File: src/rtl/prog_loader.sv
// Serial program loader: 8N1 UART receiver feeding a framed RAM image
// writer that holds the CPU in reset until the checksum verifies.
module prog_loader #(
    parameter int         CLKS_PER_BIT = 16,
    parameter logic [7:0] SYNC_BYTE    = 8'hA5
) (
    input  logic       clk,
    input  logic       reset,
    input  logic       rx,
    output logic       prog,
    output logic [3:0] addr,
    output logic [7:0] prog_data,
    output logic       cpu_reset,
    output logic       busy,
    output logic       done,
    output logic       error
);

    localparam int CW = $clog2(CLKS_PER_BIT);

    localparam logic [CW-1:0] HALF = CW'(CLKS_PER_BIT / 2 - 1);
    localparam logic [CW-1:0] FULL = CW'(CLKS_PER_BIT - 1);

    typedef enum logic [2:0] {
        R_IDLE,
        R_START,
        R_DATA,
        R_STOP,
        R_WAIT
    } rx_state_t;

    typedef enum logic [2:0] {
        L_IDLE,
        L_LOAD,
        L_CHECK,
        L_DONE,
        L_ERR
    } ld_state_t;

    logic          rx_meta;
    logic          rx_sync;
    rx_state_t     rx_state;
    logic [CW-1:0] rx_cnt;
    logic [2:0]    rx_bit;
    logic [7:0]    rx_shift;
    logic          rx_valid;
    logic          rx_ferr;

    ld_state_t     ld_state;
    logic [3:0]    idx;
    logic [7:0]    csum;
    logic          prog_d;

    // Two-flop synchronizer for the asynchronous serial line (idle high)
    always_ff @(posedge clk) begin
        if (reset) begin
            rx_meta <= 1'b1;
            rx_sync <= 1'b1;
        end else begin
            rx_meta <= rx;
            rx_sync <= rx_meta;
        end
    end

    // UART receiver: start-bit qualify, mid-bit data/stop sampling
    always_ff @(posedge clk) begin
        if (reset) begin
            rx_state <= R_IDLE;
            rx_cnt   <= '0;
            rx_bit   <= '0;
            rx_shift <= '0;
            rx_valid <= 1'b0;
            rx_ferr  <= 1'b0;
        end else begin
            rx_valid <= 1'b0;
            rx_ferr  <= 1'b0;
            case (rx_state)
                R_IDLE: begin
                    rx_cnt <= '0;
                    if (!rx_sync) begin
                        rx_state <= R_START;
                    end
                end
                R_START: begin
                    if (rx_cnt == HALF) begin
                        rx_cnt <= '0;
                        rx_bit <= '0;
                        if (rx_sync) begin
                            rx_state <= R_IDLE;
                        end else begin
                            rx_state <= R_DATA;
                        end
                    end else begin
                        rx_cnt <= rx_cnt + 1'b1;
                    end
                end
                R_DATA: begin
                    if (rx_cnt == FULL) begin
                        rx_cnt   <= '0;
                        rx_shift <= {rx_sync, rx_shift[7:1]};
                        if (rx_bit == 3'd7) begin
                            rx_state <= R_STOP;
                        end else begin
                            rx_bit <= rx_bit + 1'b1;
                        end
                    end else begin
                        rx_cnt <= rx_cnt + 1'b1;
                    end
                end
                R_STOP: begin
                    if (rx_cnt == FULL) begin
                        rx_cnt <= '0;
                        if (rx_sync) begin
                            rx_valid <= 1'b1;
                            rx_state <= R_IDLE;
                        end else begin
                            rx_ferr  <= 1'b1;
                            rx_state <= R_WAIT;
                        end
                    end else begin
                        rx_cnt <= rx_cnt + 1'b1;
                    end
                end
                R_WAIT: begin
                    if (rx_sync) begin
                        rx_state <= R_IDLE;
                    end
                end
                default: begin
                    rx_state <= R_IDLE;
                end
            endcase
        end
    end

    // Loader FSM: sync detect, 16 RAM writes, checksum verdict
    always_ff @(posedge clk) begin
        if (reset) begin
            ld_state  <= L_IDLE;
            idx       <= '0;
            csum      <= '0;
            prog      <= 1'b0;
            prog_d    <= 1'b0;
            addr      <= '0;
            prog_data <= '0;
            cpu_reset <= 1'b0;
            busy      <= 1'b0;
            done      <= 1'b0;
            error     <= 1'b0;
        end else begin
            prog   <= 1'b0;
            prog_d <= prog;
            case (ld_state)
                L_LOAD: begin
                    if (rx_ferr) begin
                        ld_state <= L_ERR;
                        error    <= 1'b1;
                        busy     <= 1'b0;
                    end else if (rx_valid) begin
                        prog      <= 1'b1;
                        addr      <= idx;
                        prog_data <= rx_shift;
                        csum      <= csum + rx_shift;
                        idx       <= idx + 1'b1;
                        if (idx == 4'd15) begin
                            ld_state <= L_CHECK;
                        end
                    end
                end
                L_CHECK: begin
                    // addr follows the wrapped index once the last
                    // write has had its hold cycle
                    if (prog_d) begin
                        addr <= idx;
                    end
                    if (rx_ferr) begin
                        ld_state <= L_ERR;
                        error    <= 1'b1;
                        busy     <= 1'b0;
                    end else if (rx_valid) begin
                        busy <= 1'b0;
                        if (rx_shift == csum) begin
                            ld_state  <= L_DONE;
                            done      <= 1'b1;
                            cpu_reset <= 1'b0;
                        end else begin
                            ld_state <= L_ERR;
                            error    <= 1'b1;
                        end
                    end
                end
                default: begin
                    if (rx_valid && rx_shift == SYNC_BYTE) begin
                        ld_state  <= L_LOAD;
                        idx       <= '0;
                        csum      <= '0;
                        cpu_reset <= 1'b1;
                        busy      <= 1'b1;
                        done      <= 1'b0;
                        error     <= 1'b0;
                    end
                end
            endcase
        end
    end

endmodule

File: config.mk
export PLATFORM = sky130hd
export DESIGN_NAME = prog_loader
export DESIGN_NICKNAME = d
export VERILOG_FILES = /design/src/rtl/prog_loader.sv
export SDC_FILE = /design/constraint.sdc
export NUM_CORES = 1
export LEC_CHECK = 0
export BUFFER_PORTS_ARGS = -buffer_cell sky130_fd_sc_hd__buf_2
export CORE_ASPECT_RATIO = 2
export CORE_MARGIN = 1.5
export CORE_UTILIZATION = 60
export CTS_CLUSTER_DIAMETER = 80
export DETAILED_ROUTE_END_ITERATION = 16
export GPL_ROUTABILITY_DRIVEN = 1
export PLACE_DENSITY = 0.82
export SKIP_LAST_GASP = 1
export SYNTH_ARGS = -nofsm -noshare
export SYNTH_HDL_FRONTEND = slang
export SYNTH_SLANG_ARGS = --single-unit
export TNS_END_PERCENT = 100
File: constraint.sdc
create_clock -name clk -period 3.2 [get_ports clk]
set_input_delay 0 -clock clk [delete_from_list [all_inputs] [get_ports clk]]
set_output_delay 0 -clock clk [all_outputs]
set_load 0.01 [all_outputs]
# Yosys cells after proc, flatten, opt, wreduce, memory -nomap -nowiden
# Index checks and enable logic that the tools add are counted.
[word_totals] output_inout_bits=17 elab_cells=137 regBits=55
[classes] add_sub_neg=4 n_reduce_logical=21 eq_ne=30 bitwise_logic=5 muxes=58
[op_table] cell="3-bit 2-to-1 mux" count=17
[op_table] cell="4-bit 2-to-1 mux" count=8
[op_table] cell="2-bit inequality test (second input constant)" count=14
[op_table] cell="8-bit 2-to-1 mux" count=3
[op_table] cell="4-bit AND reduction" count=5
[op_table] cell="1-bit 2-to-1 mux" count=18
[op_table] cell="4-bit one-hot mux with 2 select lines" count=2
[op_table] cell="8-bit one-hot mux with 2 select lines" count=1
[op_table] cell="3-bit one-hot mux with 5 select lines" count=1
[op_table] cell="3-bit inequality test (second input constant)" count=4
[op_table] cell="3-bit one-hot mux with 2 select lines" count=2
[op_table] cell="4-bit one-hot mux with 3 select lines" count=1
[op_table] cell="3-bit by 2-bit == test with 1-bit output (second input constant)" count=3
[op_table] cell="4-bit by 1-bit adder with 4-bit output (second input constant)" count=2
[op_table] cell="8-bit adder" count=1
[op_table] cell="4-bit == test (second input constant)" count=2
[op_table] cell="8-bit == test" count=1
[op_table] cell="8-bit == test (second input constant)" count=1
[op_table] cell="1-bit one-hot mux with 2 select lines" count=4
[op_table] cell="2-bit nonzero test" count=4
[op_table] cell="3-bit by 1-bit == test with 1-bit output (second input constant)" count=2
[op_table] cell="3-bit == test (second input constant)" count=2
[op_table] cell="3-bit AND reduction" count=2
[op_table] cell="6-bit AND reduction" count=1
[op_table] cell="other kinds (11)" count=17

# Logic depth before layout (Yosys ltp)
# Gate-level depths: netlist of the first run.
[depth] ltp_word=5 mapped_depth=7 depth_no_buf=7

# Worst setup path after synthesis of the first run
# OpenSTA, ideal clock, no wires.
[synth_path] path_type="reg2reg" start="reg rx_shift[5]" end="reg error" period_less_slack_ps=1968 arrival_time_ps=1853 path_slack_ps=1232 required_ps=3085 setup_ps=115 path_stages_with_launch=6 path_cell_list="dfxtp_1 ha_1 or4_1 nor4_2 a211oi_1 o21ba_2"
[synth_via] elab_chain_len=4 word_cells_on_any_way=6 classes_between="eq/ne: 3; reduce/logical: 3"
[synth_lines] item="start, declared" line_no="45" text="logic [7:0] rx_shift;"
[synth_lines] item="start signal, assigned" line_no="100" text="rx_shift <= {rx_sync, rx_shift[7:1]};"
[synth_lines] item="8-bit == test" line_no="193" text="if (rx_valid && rx_shift == SYNC_BYTE) begin"
[synth_lines] item="1-bit logical AND" line_no="193"
[synth_lines] item="3-bit nonzero test (no source line)"
[synth_lines] item="4-bit AND reduction (no source line) (*)"
[synth_lines] item="end signal, assigned" line_no="178" text="error <= 1'b1;"
[synth_lines] item="end signal, assigned" line_no="188" text="error <= 1'b1;"
[synth_lines] item="end signal, assigned" line_no="200" text="error <= 1'b0;"
[synth_lines] item="end, declared" line_no="16" text="output logic error"
# Every way passes the cells marked *; elsewhere a longest branch is shown, timed or not.
# A chain may end at the register's enable or synchronous reset.

# Worst setup path in the final report of the first run
[layout_path] start="reg ld_state[0]" end="reg csum[5]"
[layout_via] elab_chain_len=3 word_cells_on_any_way=8 classes_between="eq/ne: 4; mux: 1; bitwise: 1; reduce/logical: 2"
[layout_lines] item="start, declared" line_no="49" text="ld_state_t ld_state;"
[layout_lines] item="start signal, assigned" line_no="139" text="ld_state <= L_IDLE;"
[layout_lines] item="start signal, assigned" line_no="156" text="ld_state <= L_ERR;"
[layout_lines] item="start signal, assigned" line_no="166" text="ld_state <= L_CHECK;"
[layout_lines] item="3-bit by 1-bit == test with 1-bit output or 3-bit by 2-bit == test with 1-bit output (tied branches)" line_no="153" text="case (ld_state)"
[layout_lines] item="2-bit inequality test (no source line), or another cell as far along"
[layout_lines] item="4-bit AND reduction (no source line)"
[layout_lines] item="end signal, assigned" line_no="163" text="csum <= csum + rx_shift;"
[layout_lines] item="end, declared" line_no="51" text="logic [7:0] csum;"
# Several ways; a longest one is shown, not always the timed one.

==> results.py, run 1 <==
metrics = {
    "clocking": {
        "cts.sinks": 55,
        "clk_pin_slew_ps": 90,
        "postCtsSetupBuffers": 0,
        "cts_tree": "yes",
        "ctsResizeCount": 0,
        "cts_hold_buffers": 1,
        "ctsRootBufferMaster": "clkbuf_8",
        "cts_inserted_buffers": 5,
        "cts_buffer_depth": 2,
        "htreeDepth": 2,
        "insertion_delay_ps": 310,
    },
    "finish": {
        "drive_gt1_frac": 0.126,
        "fin_cells": 362,
        "fillers": 348,
        "areaGrowthSynthToFinish_pct": 8.60,
        "layout_commonest_cell": "dfxtp_1",
        "nets": 325,
        "final_cell_mix": "dfxtp_1 (55), nand2_1 (36), nor2_1 (33)",
        "antenna_cells": 0,
    },
    "timing": {
        "max_freq_mhz": 455,
        "setup_viol": 0,
        "slew_headroom": 0.575,
        "skew_ps": 5.03,
        "hold_viol_final": 0,
        "fin_crit_ps": 2200,
        "setup_tns_ps": 0,
        "tightest_slew_ps": 635,
        "worst_slack_ps": 1000,
        "rsz0062_at_grt": "no",
        "period_share": 0.687,
        "slew_viol_final": 0,
    },
    "setup_path": {
        "critPathMaxFanout": 15,
        "cp-endpoint": "csum[5]",
        "cpMaxStageDelayCell": "dfxtp_1",
        "startpoint": "ld_state[0]",
        "critPathTopFamily": "simple AND/OR/NAND/NOR gates",
        "reg2reg_slack_ps": 1000,
        "start_kind": "flop",
        "rr_worst_depth": 5,
        "timing_worst_setup_path_type": "reg2reg",
        "critPathArrivalTime_ps": 2400,
        "end_kind": "flop",
        "max_stage_delay_ps": 450,
        "required_ps": 3400,
        "cp.depth": 5,
        "crit_buf_inv": 0,
        "timing.rr.start": "ld_state[0]",
        "regToRegEndpoint": "csum[5]",
        "worstPathCellList": "nor4b_2 -> nand2_1 -> and2_4 -> and3_2 -> a211o_1",
    },
    "synth": {
        "ys_ff_latch": 55,
        "yosys.area.top_type": "dfxtp_1",
        "synth_edf_count": 0,
        "synthArstFlopShare": 0,
        "synth_top_area_share": 0.428,
        "synth_cells": 294,
        "synth_cell_type_count": 51,
        "synth.net_count": 309,
        "synth-seq-area-share": 0.428,
        "syn_avg_cell_area_um2": 8.75,
        "ys_warn_count": 0,
        "ys.flop_type": "dfxtp_1",
        "synth_area_mm2": 0.00257,
        "synth.area.top_cells": "dfxtp_1 (43%), a21oi_1 (6.0%), mux2i_1 (5.8%)",
    },
    "power_and_ir_drop": {
        "p_seq_frac": 0.560,
        "swShare": 0.240,
        "pwr-share-comb": 0.088,
        "p_switching_mw": 0.307,
        "power_mw": 1.28,
        "p_leak_nw": 1.20,
        "p_clk_frac": 0.353,
        "cellPowerDensity_mw_per_mm2": 457,
        "vdd_drop_max_mv": 0.418,
        "p_int_mw": 0.972,
    },
    "drt": {
        "vias_per_cell": 5.93,
        "finalWirelength_mm": 5.54,
        "final_antenna_net_count": 0,
        "dr.pass1.iters": 4,
        "vias": 2146,
        "drt-wirelength-per-cell_um": 15.3,
        "drt_iter0_drc": 45,
        "drc": 0,
    },
    "die": {
        "dieArea_mm2": 0.00472,
        "start_util": 0.630,
        "core-area_mm2": 0.00409,
        "die_h_um": 95.6,
        "die_w_um": 49.3,
        "io_pins": 20,
        "row_count": 33,
    },
    "run": {
        "maxCapViolations": 0,
    },
    "global_routing": {
        "overflow": 0,
        "antenna_found_initial": 0,
        "grt_max_degree": 52,
        "grt_pass1_vias": 2107,
        "grt_pass1_wl_mm": 9.38,
        "grt_use_total": 0.258,
    },
    "placed_design": {
        "pre_cts_slack_ps": 1050,
        "gp_congestion": 0.958,
        "dp.cells": 354,
        "dpl.hpwl_mm": 4.00,
        "port-buffer-count": 19,
    },
    "run_status": {
        "status": "completed",
    },
    "min_path": {
        "hp-class": "in2reg",
    },
}
## worst register-to-register path: stages, from the launching register on
cell	delay [ps]
dfxtp_1	450
nor4b_2	420
nand2_1	430
and2_4	330
and3_2	210
a211o_1	260
## final cells by class
class | count | area [µm²] | share of cell area
well taps | 52 | 65.1 | 0.0233
repair buffers | 21 | 113 | 0.0403
multi-input cells | 222 | 1390 | 0.498
inverters | 5 | 18.8 | 0.00671
clock inverters | 2 | 37.5 | 0.0134
clock buffers | 5 | 68.8 | 0.0246
flip-flops and latches | 55 | 1100 | 0.394
## layer usage
layer,track usage,vias up,part of all wire
li1,-,1073,-
met4,0.167,0,0.045
met1,0.265,1012,0.39
met3,0.0345,22,0.025
met5,0,-,0
met2,0.476,39,0.54
## power by group through the flow
| stage | clock, mW | sequential [mW] | combinational (mW) |
|---|---|---|---|
| finish | 0.451 | 0.716 | 0.112 |
| CTS | 0.454 | 0.716 | 0.111 |
| floorplan | 0 | 0.729 | 0.0852 |
| global route | 0.482 | 0.718 | 0.125 |
| global placement | 0 | 0.730 | 0.108 |
| detailed placement | 0 | 0.732 | 0.109 |
## synth_stat cells, types with 3 or more instances
library cell  count
inv_1             5
nor3_1            6
and2_1            3
ha_1             11
a211oi_1          4
mux2i_1          15
nor2_1           33
or2_2             3
a21oi_1          31
o21ai_0           8
nand2_1          36
nand3_1          11
dfxtp_1          55
and3_1            5
nor4_1            4
nor2b_1           7
o21bai_1          3
clkbuf_1          8
xor2_1            4
## through the flow
stage	hold WS (ps)	utilization	area (µm²)
after floorplan	104	-	2570
after global placement	185	0.655	2680
after detailed placement	186	0.655	2680
after CTS	91.1	0.684	2800
after global routing	120	0.684	2800
final	97.0	0.684	2800
## worst min-delay path by stage
| stage | startpoint | end | slack [ps] | cells past startpoint |
|---|---|---|---|---|
| 2_1_floorplan | rx | rx_meta | 100 | 1 |
| 3_3_place_gp | rx | rx_meta | 190 | 2 |
| 3_5_place_dp | rx | rx_meta | 190 | 2 |
| 4_1_cts | reset | idx[3] | 90 | 4 |
| 5_1_grt | reset | idx[3] | 120 | 4 |
| 6_report | reset | idx[3] | 100 | 4 |
## logic make-up after synthesis
family | share of synthesized area
compound gates | 0.148
flops | 0.428
buf+inv | 0.0316
fa+ha+maj | 0.0613
simple gates | 0.253
mux | 0.0583
xor+xnor | 0.0204
## registers in the layout, indices dropped and copies added (netlist names)
signal	count
done	1
rx_cnt	4
rx_bit	3
busy	1
rx_sync	1
rx_state	3
ld_state	3
idx	4
rx_shift	8
rx_ferr	1
rx_meta	1
prog_data	8
prog	1
csum	8
error	1
cpu_reset	1
prog_d	1
addr	4
rx_valid	1
Note: power is estimated with default switching activity, not from simulation.
==> inputs of run 2 (changes only) <==
--- a/config.mk
+++ b/config.mk
@@ -8,11 +8,11 @@
 export BUFFER_PORTS_ARGS = -buffer_cell sky130_fd_sc_hd__buf_2
 export CORE_ASPECT_RATIO = 2
 export CORE_MARGIN = 1.5
-export CORE_UTILIZATION = 60
+export CORE_UTILIZATION = 59
 export CTS_CLUSTER_DIAMETER = 80
 export DETAILED_ROUTE_END_ITERATION = 16
 export GPL_ROUTABILITY_DRIVEN = 1
-export PLACE_DENSITY = 0.82
+export PLACE_DENSITY = 0.81
 export SKIP_LAST_GASP = 1
 export SYNTH_ARGS = -nofsm -noshare
 export SYNTH_HDL_FRONTEND = slang
==> constraint.sdc (replaced) <==
create_clock -name clk -period 2.3 [get_ports clk]
set_input_delay 0 -clock clk [delete_from_list [all_inputs] [get_ports clk]]
set_output_delay 0 -clock clk [all_outputs]
set_load 0.01 [all_outputs]
==> results.py, run 2 (synthesis results as in run 1) <==
metrics = {
    "timing": {
        "skew_ps": 9.11,
        "period_share": 0.921,
        "slew_viol_final": 0,
        "max_freq_mhz": 472,
        "fin_crit_ps": 2120,
        "setup_viol": 0,
        "setup_tns_ps": 0,
        "tightest_slew_ps": 496,
        "slew_headroom": 0.669,
        "hold_viol_final": 0,
        "rsz0062_at_grt": "no",
    },
    "setup_path": {
        "required_ps": 2510,
        "timing_worst_setup_path_type": "reg2reg",
        "max_stage_delay_ps": 580,
        "critPathMaxFanout": 5,
        "rr_worst_depth": 5,
        "start_kind": "flop",
        "end_kind": "flop",
        "cpMaxStageDelayCell": "or4_1",
        "worstPathCellList": "ha_1 -> or4_1 -> nor4_4 -> a211oi_1 -> o21ba_2",
        "critPathArrivalTime_ps": 2330,
    },
    "placed_design": {
        "gp_congestion": 0.930,
        "port-buffer-count": 19,
        "dpl.hpwl_mm": 4.00,
    },
    "clocking": {
        "htreeDepth": 2,
        "clk_pin_slew_ps": 100,
        "cts_buffer_depth": 2,
        "ctsRootBufferMaster": "clkbuf_8",
        "insertion_delay_ps": 310,
        "cts.sinks": 55,
        "cts_tree": "yes",
        "postCtsSetupBuffers": 0,
        "cts_inserted_buffers": 5,
    },
    "drt": {
        "dr.pass1.iters": 4,
        "vias": 2195,
        "vias_per_cell": 5.96,
        "drc": 0,
        "drt-wirelength-per-cell_um": 15.2,
        "final_antenna_net_count": 0,
        "drt_iter0_drc": 64,
        "finalWirelength_mm": 5.58,
    },
    "die": {
        "die_w_um": 49.7,
        "io_pins": 20,
        "die_h_um": 96.4,
        "row_count": 33,
        "start_util": 0.623,
        "dieArea_mm2": 0.00479,
        "core-area_mm2": 0.00413,
    },
    "finish": {
        "drive_gt1_frac": 0.139,
        "layout_commonest_cell": "dfxtp_1",
        "reg.largest.list": "csum (8), prog_data (8), rx_shift (8)",
        "antenna_cells": 0,
        "fin_util": 0.687,
        "final_cell_mix": "dfxtp_1 (55), nand2_1 (36), nor2_1 (33)",
        "areaGrowthSynthToFinish_pct": 10.2,
        "nets": 330,
    },
    "min_path": {
        "hp-class": "in2reg",
        "min_path_cells": 2,
    },
    "global_routing": {
        "antenna_found_initial": 0,
        "overflow": 0,
        "grt_use_total": 0.252,
        "grt_pass1_vias": 2190,
        "grt_pass1_wl_mm": 9.42,
        "grt_max_degree": 32,
    },
    "power_and_ir_drop": {
        "power_mw": 1.73,
        "vdd_drop_max_mv": 0.575,
        "p_leak_nw": 1.23,
        "cellPowerDensity_mw_per_mm2": 611,
    },
    "run": {
        "maxCapViolations": 0,
    },
    "run_status": {
        "status": "completed",
    },
}
## run 2: cell types whose count changed in the layout (fill, tap and decap cells not counted), sizes merged
cell      delta
clkinvlp     -1
bufinv       -1
clkbuf       +3
buf          +5
## run 2: cell type report
class	count	area, µm²
repair buffers	26	150
fillers	346	1290
clock buffers	8	100
flip-flops and latches	55	1100
multi-input cells	222	1400
inverters	5	18.8
well taps	52	65.1
## run 2: final timing paths
check	startpoint	to	slack, ps
min reg2reg	rx_meta	rx_sync	420
max	rx_shift[5]	error	180
min	reset	addr[3]	90
max reg2reg	rx_shift[5]	error	180
## run 2: repair_timing
| item | in CTS | in global routing |
|---|---|---|
| hold endpoints to repair | 1 | 0 |
| endpoints found under the setup margin | 0 | 4 |
| gates resized for setup | 0 | 1 |
| hold buffers | 1 | 0 |
## run 2: critical path, delay by kind of cell, from the launching register on
kind                     cells  cell delay, ps
AND/OR/NAND/NOR              2             910
AO/OA/AOI/OAI                2             360
adder cells (fa/ha/maj)      1             310
flip-flops                   1             440
## run 2: routing by layer
| layer | share of wire | global-route usage | up-vias |
|---|---|---|---|
| li1 | - | - | 1084 |
| met1 | 0.38 | 0.259 | 1052 |
| met2 | 0.57 | 0.476 | 51 |
| met3 | 0.031 | 0.0385 | 8 |
| met4 | 0.020 | 0.139 | 0 |
| met5 | 0 | 0 | - |
## run 2: where the power goes
part | total, mW | switching [mW] | leakage (nW) | internal [mW]
registers | 0.996 | 0.0254 | 0.444 | 0.971
clock network | 0.574 | 0.299 | 0.0515 | 0.275
logic | 0.161 | 0.0934 | 0.736 | 0.0679
total | 1.73 | 0.418 | 1.23 | 1.31
## run 2: through the flow
stage | instance area [µm²] | hold slack (ps) | std cells | setup WS (ps)
floorplan | 2570 | 104 | 294 | 332
global placement | 2720 | 186 | 359 | 192
detailed placement | 2720 | 190 | 359 | 143
CTS | 2830 | 81.9 | 368 | 131
global route | 2840 | 97.1 | 368 | 53.0
finish | 2840 | 89.8 | 368 | 182
